[src/rtl/sc_datamem_io_if.sv]
// sc_datamem_io_if: load/store bus plus board I/O for sc_datamem_io.
//   master: CPU/board side - drives addr, datain, we, be, re, in_port;
//           observes dataout, rvalid, out_port, irq.
//   slave : the memory/IO block itself.
//   out_port/in_port pack port k into bits [32k+31:32k].
interface sc_datamem_io_if #(
    parameter int unsigned N_OUT = 3,
    parameter int unsigned N_IN  = 2
);
    logic [31:0]         addr;
    logic [31:0]         datain;
    logic                we;
    logic [3:0]          be;
    logic                re;
    logic [31:0]         dataout;
    logic                rvalid;
    logic [32*N_OUT-1:0] out_port;
    logic [32*N_IN-1:0]  in_port;
    logic                irq;

    modport master (
        output addr, datain, we, be, re, in_port,
        input  dataout, rvalid, out_port, irq
    );

    modport slave (
        input  addr, datain, we, be, re, in_port,
        output dataout, rvalid, out_port, irq
    );
endinterface

[src/rtl/sc_datamem_io.sv]
// sc_datamem_io: data memory plus memory-mapped I/O for the single-cycle CPU.
//   clock : rising-edge clock for all state
//   clrn  : asynchronous active-low reset (RAM contents are not reset)
//   bus   : sc_datamem_io_if.slave
//           addr[IO_BIT]=0 -> RAM word addr[log2(DEPTH)+1:2]
//           addr[IO_BIT]=1 -> I/O register r=addr[6:2]:
//             0..7 output regs, 8..15 synchronised inputs,
//             16 change flags (write-1-to-clear), 17 interrupt mask
//           byte-enabled writes, registered reads with one-cycle rvalid,
//           irq = |(flags & mask)
module sc_datamem_io #(
    parameter int unsigned DEPTH_WORDS = 32,
    parameter int unsigned N_OUT       = 3,
    parameter int unsigned N_IN        = 2,
    parameter int unsigned IO_BIT      = 7
) (
    input  logic           clock,
    input  logic           clrn,
    sc_datamem_io_if.slave bus
);
    localparam int unsigned AW = $clog2(DEPTH_WORDS);
    localparam int unsigned OW = 32 * N_OUT;
    localparam int unsigned IW = 32 * N_IN;

    logic [31:0]    mem [DEPTH_WORDS];

    logic [AW-1:0]  word_idx;
    logic           io_sel;
    logic [31:0]    reg_idx;
    logic           wr_ram;
    logic           wr_io;
    logic           unused_addr;

    logic [31:0]    ram_rdata;
    logic [31:0]    io_rdata;

    logic [OW-1:0]  outp_q, outp_d;
    logic [IW-1:0]  s1_q, s2_q, s3_q;
    logic [N_IN-1:0] flag_q, flag_d;
    logic [N_IN-1:0] mask_q, mask_d;
    logic [N_IN-1:0] change;
    logic [N_IN-1:0] flag_clr;
    logic [31:0]    dout_q, dout_d;
    logic           rvalid_q, rvalid_d;

    assign word_idx    = bus.addr[AW+1:2];
    assign io_sel      = bus.addr[IO_BIT];
    assign reg_idx     = {27'd0, bus.addr[6:2]};
    assign wr_ram      = bus.we & ~io_sel;
    assign wr_io       = bus.we & io_sel;
    // Address bits outside the decoded fields are ignored by design.
    assign unused_addr = ^bus.addr;

    // RAM: no reset, byte-lane writes
    always_ff @(posedge clock) begin
        if (wr_ram) begin
            for (int unsigned b = 0; b < 4; b++) begin
                if (bus.be[b]) begin
                    mem[word_idx][8*b +: 8] <= bus.datain[8*b +: 8];
                end
            end
        end
    end

    // Sampled before the edge, so a same-cycle write returns the old word.
    assign ram_rdata = mem[word_idx];

    // Per-port change detect on the synchronised side
    always_comb begin
        change = '0;
        for (int unsigned i = 0; i < N_IN; i++) begin
            change[i] = |(s2_q[32*i +: 32] ^ s3_q[32*i +: 32]);
        end
    end

    // I/O read mux; nonexistent registers read as zero
    always_comb begin
        io_rdata = '0;
        for (int unsigned k = 0; k < N_OUT; k++) begin
            if (reg_idx == k) begin
                io_rdata = outp_q[32*k +: 32];
            end
        end
        for (int unsigned k = 0; k < N_IN; k++) begin
            if (reg_idx == k + 32'd8) begin
                io_rdata = s2_q[32*k +: 32];
            end
        end
        if (reg_idx == 32'd16) begin
            io_rdata[N_IN-1:0] = flag_q;
        end
        if (reg_idx == 32'd17) begin
            io_rdata[N_IN-1:0] = mask_q;
        end
    end

    // Next-state for I/O registers and read port
    always_comb begin
        outp_d = outp_q;
        for (int unsigned k = 0; k < N_OUT; k++) begin
            if (wr_io && (reg_idx == k)) begin
                for (int unsigned b = 0; b < 4; b++) begin
                    if (bus.be[b]) begin
                        outp_d[32*k + 8*b +: 8] = bus.datain[8*b +: 8];
                    end
                end
            end
        end

        // Flag and mask bits all live in byte lane 0 (N_IN <= 8).
        mask_d = mask_q;
        if (wr_io && (reg_idx == 32'd17) && bus.be[0]) begin
            mask_d = bus.datain[N_IN-1:0];
        end

        flag_clr = '0;
        if (wr_io && (reg_idx == 32'd16) && bus.be[0]) begin
            flag_clr = bus.datain[N_IN-1:0];
        end
        // A new change outranks a simultaneous clear of the same bit.
        flag_d = (flag_q & ~flag_clr) | change;

        rvalid_d = bus.re;
        dout_d   = dout_q;
        if (bus.re) begin
            dout_d = io_sel ? io_rdata : ram_rdata;
        end
    end

    always_ff @(posedge clock or negedge clrn) begin
        if (!clrn) begin
            outp_q   <= '0;
            s1_q     <= '0;
            s2_q     <= '0;
            s3_q     <= '0;
            flag_q   <= '0;
            mask_q   <= '0;
            dout_q   <= '0;
            rvalid_q <= 1'b0;
        end else begin
            outp_q   <= outp_d;
            s1_q     <= bus.in_port;
            s2_q     <= s1_q;
            s3_q     <= s2_q;
            flag_q   <= flag_d;
            mask_q   <= mask_d;
            dout_q   <= dout_d;
            rvalid_q <= rvalid_d;
        end
    end

    assign bus.dataout  = dout_q;
    assign bus.rvalid   = rvalid_q;
    assign bus.out_port = outp_q;
    assign bus.irq      = |(flag_q & mask_q);
endmodule

[src/flat_wrapper.sv]
// flat-port wrapper written by rule: the top's interface ports become plain ports
module sc_datamem_io_flat 
#(
    parameter int unsigned DEPTH_WORDS = 32,
    parameter int unsigned N_OUT       = 3,
    parameter int unsigned N_IN        = 2,
    parameter int unsigned IO_BIT      = 7
)
  (clock, clrn, bus_addr, bus_datain, bus_we, bus_be, bus_re, bus_in_port, bus_dataout, bus_rvalid, bus_out_port, bus_irq);
  sc_datamem_io_if #(.N_OUT(N_OUT), .N_IN(N_IN)) bus_i ();
  input  logic clock;
  input  logic clrn;
  input wire logic [$bits(bus_i.addr)-1:0] bus_addr;
  input wire logic [$bits(bus_i.datain)-1:0] bus_datain;
  input wire logic [$bits(bus_i.we)-1:0] bus_we;
  input wire logic [$bits(bus_i.be)-1:0] bus_be;
  input wire logic [$bits(bus_i.re)-1:0] bus_re;
  input wire logic [$bits(bus_i.in_port)-1:0] bus_in_port;
  output wire logic [$bits(bus_i.dataout)-1:0] bus_dataout;
  output wire logic [$bits(bus_i.rvalid)-1:0] bus_rvalid;
  output wire logic [$bits(bus_i.out_port)-1:0] bus_out_port;
  output wire logic [$bits(bus_i.irq)-1:0] bus_irq;
  assign bus_i.addr = bus_addr;
  assign bus_i.datain = bus_datain;
  assign bus_i.we = bus_we;
  assign bus_i.be = bus_be;
  assign bus_i.re = bus_re;
  assign bus_i.in_port = bus_in_port;
  assign bus_dataout = bus_i.dataout;
  assign bus_rvalid = bus_i.rvalid;
  assign bus_out_port = bus_i.out_port;
  assign bus_irq = bus_i.irq;
  sc_datamem_io #(.DEPTH_WORDS(DEPTH_WORDS), .N_OUT(N_OUT), .N_IN(N_IN), .IO_BIT(IO_BIT)) u_core (.clock(clock), .clrn(clrn), .bus(bus_i));
endmodule
[config.mk]
export PLATFORM = sky130hd
export DESIGN_NAME = sc_datamem_io_flat
export DESIGN_NICKNAME = d
export VERILOG_FILES = /design/src/rtl/sc_datamem_io_if.sv /design/src/rtl/sc_datamem_io.sv /design/src/flat_wrapper.sv
export SDC_FILE = /design/constraint.sdc
export NUM_CORES = 1
export LEC_CHECK = 0
export ABC_AREA = 1
export CORE_MARGIN = 2
export CORE_UTILIZATION = 40
export CTS_BUF_LIST = sky130_fd_sc_hd__clkbuf_8
export DETAILED_ROUTE_END_ITERATION = 16
export MAX_ROUTING_LAYER = met4
export SYNTH_ARGS = -nofsm -noshare
export SYNTH_HDL_FRONTEND = slang
export SYNTH_SLANG_ARGS = --single-unit
[constraint.sdc]
create_clock -name clock -period 1.45 [get_ports clock]
set_input_delay 0.2175 -clock clock [delete_from_list [all_inputs] [get_ports clock]]
set_output_delay 0.2175 -clock clock [all_outputs]
set_load 0.01 [all_outputs]
# ---- Yosys cells after proc, flatten, opt, wreduce, memory -nomap -nowiden
# Memory sizes are Yosys's and may differ from the RTL's.
# Index checks and enable logic that the tools add are counted.
dict set report word_totals {
  reg_bits 325
  ramBits 1024
  out_inout_bits 130
  elab_cells 79
  mem_count 1
}
# memory words word_bits read_ports rd_ports_with_merged_regs write_ports line
set memory_table {}
lappend memory_table {u_core.mem 32 32 1 0 1 sc_datamem_io.sv:25} ;# logic [31:0] mem [DEPTH_WORDS];
dict set report classes {
  n_eq_ne 6
  mux 21
  bitwise_logic 9
  reduce_logical 23
}
# operator n
set op_table {}
lappend op_table {{32-bit 2-to-1 mux} 6}
lappend op_table {{32-bit OR reduction} 2}
lappend op_table {{32-bit bitwise XOR} 2}
lappend op_table {{32-bit logical NOT} 1}
lappend op_table {{2-bit AND reduction} 12}
lappend op_table {{1-bit 2-to-1 mux} 12}
lappend op_table {{5-bit by 4-bit equality test with 1-bit output, second input constant} 2}
lappend op_table {{5-bit equality test, second input constant} 2}
lappend op_table {{1-bit logical AND} 7}
lappend op_table {{2-bit 2-to-1 mux} 3}
lappend op_table {{5-bit by 1-bit equality test with 1-bit output, second input constant} 1}
lappend op_table {{5-bit by 2-bit equality test with 1-bit output, second input constant} 1}
lappend op_table {{2-bit AND} 2}
lappend op_table {{1-bit AND} 2}
lappend op_table {{2-bit inverter} 1}
lappend op_table {{2-bit bitwise OR} 1}
lappend op_table {{2-bit OR reduction} 1}
lappend op_table {{1-bit inverter} 1}

# ---- Longest topological paths before layout
# Gate-level depths: netlist of run 1.
dict set report logic_depth {
  word_depth 9
  depth_mapped 16
}

# ---- Worst setup path before layout of run 1
# Ideal clock, no wire load.
dict set report synth_timing {
  kind {input to register}
  from {input bus_addr[2]}
  to {memory u_core.mem[10][0], enable pin}
  setup_ns 0.370
  t_arrival_ns 1.508
  t_required_ns 1.080
  path_slack_ns -0.428
  cell_stages 8
  cell_sequence {buf_4 -> inv_2 -> nand2_1 -> inv_2 -> buf_4 -> buf_1 -> nand2_1 -> nor2_1}
}
# item line
set synth_rtl {}
lappend synth_rtl {{start, declared} flat_wrapper.sv:13} ;# input wire logic [$bits(bus_i.addr)-1:0] bus_addr;
lappend synth_rtl {{end, declared} sc_datamem_io.sv:25}
# No word-level cell before the write port.

# ---- Worst setup path after layout of run 1
dict set report layout_timing {
  from {register u_core.mask_q[1]}
  to {output bus_irq}
}
dict set report layout_between {
  elab_chain_cells 2
}
# item line
set layout_rtl {}
lappend layout_rtl {{start, declared} sc_datamem_io.sv:40} ;# logic [N_IN-1:0] mask_q, mask_d;
lappend layout_rtl {{start signal, assigned} sc_datamem_io.sv:146} ;# mask_q <= mask_d;
lappend layout_rtl {{2-bit AND} sc_datamem_io.sv:155} ;# assign bus.irq = |(flag_q & mask_q);
lappend layout_rtl {{2-bit OR reduction} sc_datamem_io.sv:155}
lappend layout_rtl {{end, declared} flat_wrapper.sv:22} ;# output wire logic [$bits(bus_i.irq)-1:0] bus_irq;
# No other way between the ends.

==> results.yml, run 1 <==
critical_path:
  worstPathArrival_ns: 1.74
  worstSetupEndpointType: "output pin"
  crit_fanout: 3
  cp_cell_sequence: "a22o_1 > buf_6"
  critPathKind: "flop to output pin"
  slowest_stage: "dfrtp_1"
  cp_slowest_stage_delay_ns: 0.41
  cp.required_ns: 1.23
  startpoint_type: "flop"
timing:
  relSlewSlack: 0.565
  worstMarginPinSlew_ns: 0.650
  finalCriticalPeriod_ns: 1.95
  fin_crit_sh: 1.35
  finalHoldViolCount: 0
  clock_skew_ns: 0.0403
  maxSlewViolCount: 0
  fin_tns_setup_ns: -32.83
  clock.fmax_mhz: 512
  finalWorstSetupSlack_ns: -0.503
  setup_viol: 133
  rsz0062_at_grt: "true"
power:
  leakage_uw: 0.0302
  clkPwrFrac: 0.389
  p_comb_frac: 0.091
  seqPwrFrac: 0.520
  switchingPower_uw: 20200
  power_density_nw_per_um2: 1170
  peakVddDrop_mv: 0.846
  sw_frac_of_total: 0.245
  p_int_uw: 62300
synth:
  netlist_instances: 5246
  synth_area_um2: 54500
  ys_ff_latch: 1349
  yosysTopAreaCellShare: 0.565
  synth_top_area_cell: "edfxtp_1"
  yosysSeqAreaShare: 0.714
  synthTopCellsByArea: "edfxtp_1 (56%), nand2_1 (20%), dfrtp_1 (15%), nor2_1 (1.7%), nand3_1 (0.92%)"
  yosysWarnings: 0
  synth_fp_nets: 5382
  avgSynthCellArea_um2: 10.4
  ys_types: 30
place:
  dp_cells: 7479
  numPortBuffers: 239
  gp_congestion: 0.928
  pre_cts_slack_ns: -1.01
  dp_hpwl_um: 113000
cts:
  htreeDepth: 4
  cts.sinks: 1349
  clock-root-buffer: "clkbuf_8"
  clk_latency_ns: 0.93
  numCtsBuffers: 210
  cts_tree: "done"
  cts_buffer_depth: 3
  path_clk_slew_ns: 0.06
drt:
  via_count: 40100
  wirelength_um: 168000
  ant_nets: 0
  wl_per_cell_um: 20.8
  drtIter0Drc: 3761
  viasPerCell: 4.98
  drcViolationCount: 0
  dr.pass1.iters: 6
layout:
  syn2layout_area_growth_pct: 29.6
  fin_nets: 6219
  drive_above_1_share: 0.212
  final_cells: 8052
run_status:
  status: "complete, but fails checks"
  violations: "setup timing"
run:
  maxCapViolations: 0
floorplan:
  dieArea_um2: 139000
  rows: 135
  die_x_um: 373
  design.portCount: 266
  fp.dieH_um: 373
  core_um2: 135000
  start_util: 0.403
global_route:
  antenna_found_initial: 6
  grt_pass1_vias: 38800
  grtUsageTotal: 0.245
  grt_first_pass_wirelength_um: 248000
  grt_max_degree: 55
  overflow: 0
min_path:
  hold_class: "input pin to flop"
final timing paths:
| check | startpoint | endpoint | slack, ns | cells after the start |
|---|---|---|---|---|
| min in group asynchronous | clrn | u_core.s1_q[3] | 0.51 | 4 |
| worst min-delay path | bus_datain[0] | u_core.mem[27][0] | 0.09 | 2 |
| worst max register to register | u_core.mem[21][4] | u_core.bus.dataout[4] | -0.03 | 13 |
| worst min register to register | u_core.s1_q[36] | u_core.s2_q[36] | 0.34 | 0 |
| max in group asynchronous | clrn | u_core.bus.dataout[28] | 0.58 | 4 |
| worst max-delay path | u_core.mask_q[1] | bus_irq | -0.50 | 2 |
synth_stat cells, drive strengths merged:
master / count
a21oi: 13
a22o: 1
buf: 122
clkbuf: 119
clkinv: 1
dfrtp: 325
edfxtp: 1024
inv: 91
nand2: 2953
nand3: 101
nand3b: 1
nand4: 32
nor2: 262
nor3: 16
nor3b: 1
o211ai: 3
o21ai: 121
or2: 13
xnor2: 26
xor2: 21
area by class of cell:
type / instances / area, um2
Clock buffer: 234 / 3220
Inverter: 92 / 372
Multi-Input combinational cell: 3564 / 15400
Clock inverter: 160 / 1010
Antenna cell: 6 / 15.0
Timing Repair Buffer: 866 / 9430
Sequential cell: 1349 / 38900
Fill cell: 11600 / 64700
Tap cell: 1781 / 2230
flip-flops by register name, summed over array words and instances, names as in the netlist:
register and count:
u_core.bus.dataout 32, u_core.bus.out_port 96, u_core.bus.rvalid 1, u_core.flag_q 2
u_core.mask_q 2, u_core.mem 1024, u_core.s1_q 64, u_core.s2_q 64
u_core.s3_q 64
worst max-delay path, delay by kind of cell, from the launching register on:
family          cells  cell delay [ns]
compound gates      1             0.26
buf+inv             1             0.14
flops               1             0.41
stage by stage:
| step | hold slack [ns] | instance area (um2) | total power (uW) | utilization |
|---|---|---|---|---|
| after floorplan | -0.0781 | 55300 | 46200 | - |
| after global placement | 0.138 | 64600 | 50500 | 0.477 |
| after detailed placement | 0.143 | 64600 | 50600 | 0.477 |
| after CTS | 0.0135 | 69900 | 82700 | 0.517 |
| after global routing | 0.0379 | 70600 | 85200 | 0.522 |
| final | 0.0854 | 70600 | 82500 | 0.522 |
logic make-up after synthesis:
logic type,share of synthesized area
xor+xnor,0.00756
buf+inv,0.0260
compound gates,0.0129
simple gates,0.240
flops,0.714
power by group through the flow:
stage	Combinational (uW)	Clock, uW	Sequential [uW]
floorplan	2620	0	43600
global placement	6820	0	43700
detailed placement	6870	0	43700
CTS	7240	32600	42900
global route	8060	34200	43000
finish	7470	32100	42900
per-layer routing:
layer  up-vias  GRT usage  part of all wire
met5         -          -                 0
met4         0     0.0831             0.031
met3       285     0.0439             0.076
met2      1687      0.375              0.46
met1     19400      0.332              0.43
li1      18700          -                 -
cells in the final DEF, fill, tap and decap left out, types with 3 or more instances in the layout:
cell type and instances:
diode_2 6, o21ai_0 51, dlygate4sd3_1 70, bufinv_16 12, buf_12 190, nand2_4 18
inv_2 10, clkinv_1 39, dfrtp_1 304, edfxtp_1 1024, nand2_1 2801, o211ai_1 3
buf_4 365, nor2_2 57, clkinv_2 31, nor2_4 73, nor3_2 6, clkdlybuf4s50_1 104
inv_1 145, nor3_1 5, or2_2 13, dfrtp_2 21, nand3_1 92, nand4_1 32
nand3_2 6, nand2_2 132, nand3_4 3, clkbuf_8 234, a21oi_1 13, xor2_1 21
nor2_1 132, nor3_4 5, xnor2_1 26, clkinvlp_4 8, o21ai_1 70, buf_2 67
buf_6 65
what timing repair did:
| item | in CTS | in global routing |
|---|---|---|
| gates cloned | 0 | 1 |
| resized for setup | 632 | 172 |
| endpoints found under the hold margin | 399 | 0 |
| buffers inserted | 83 | 22 |
| hold buffers | 71 | 0 |
| pin swaps | 34 | 86 |
| setup endpoints to repair | 167 | 253 |
No activity file was read; power rests on OpenSTA's default activity.
==> run 2: changes to the inputs <==
--- a/config.mk
+++ b/config.mk
@@ -6,6 +6,7 @@
 export NUM_CORES = 1
 export LEC_CHECK = 0
 export ABC_AREA = 1
+export CAP_MARGIN = 40
 export CORE_MARGIN = 2
 export CORE_UTILIZATION = 40
 export CTS_BUF_LIST = sky130_fd_sc_hd__clkbuf_8
==> results of run 2 <==
The final DEF is identical to that of run 1; final timing and power are the same.
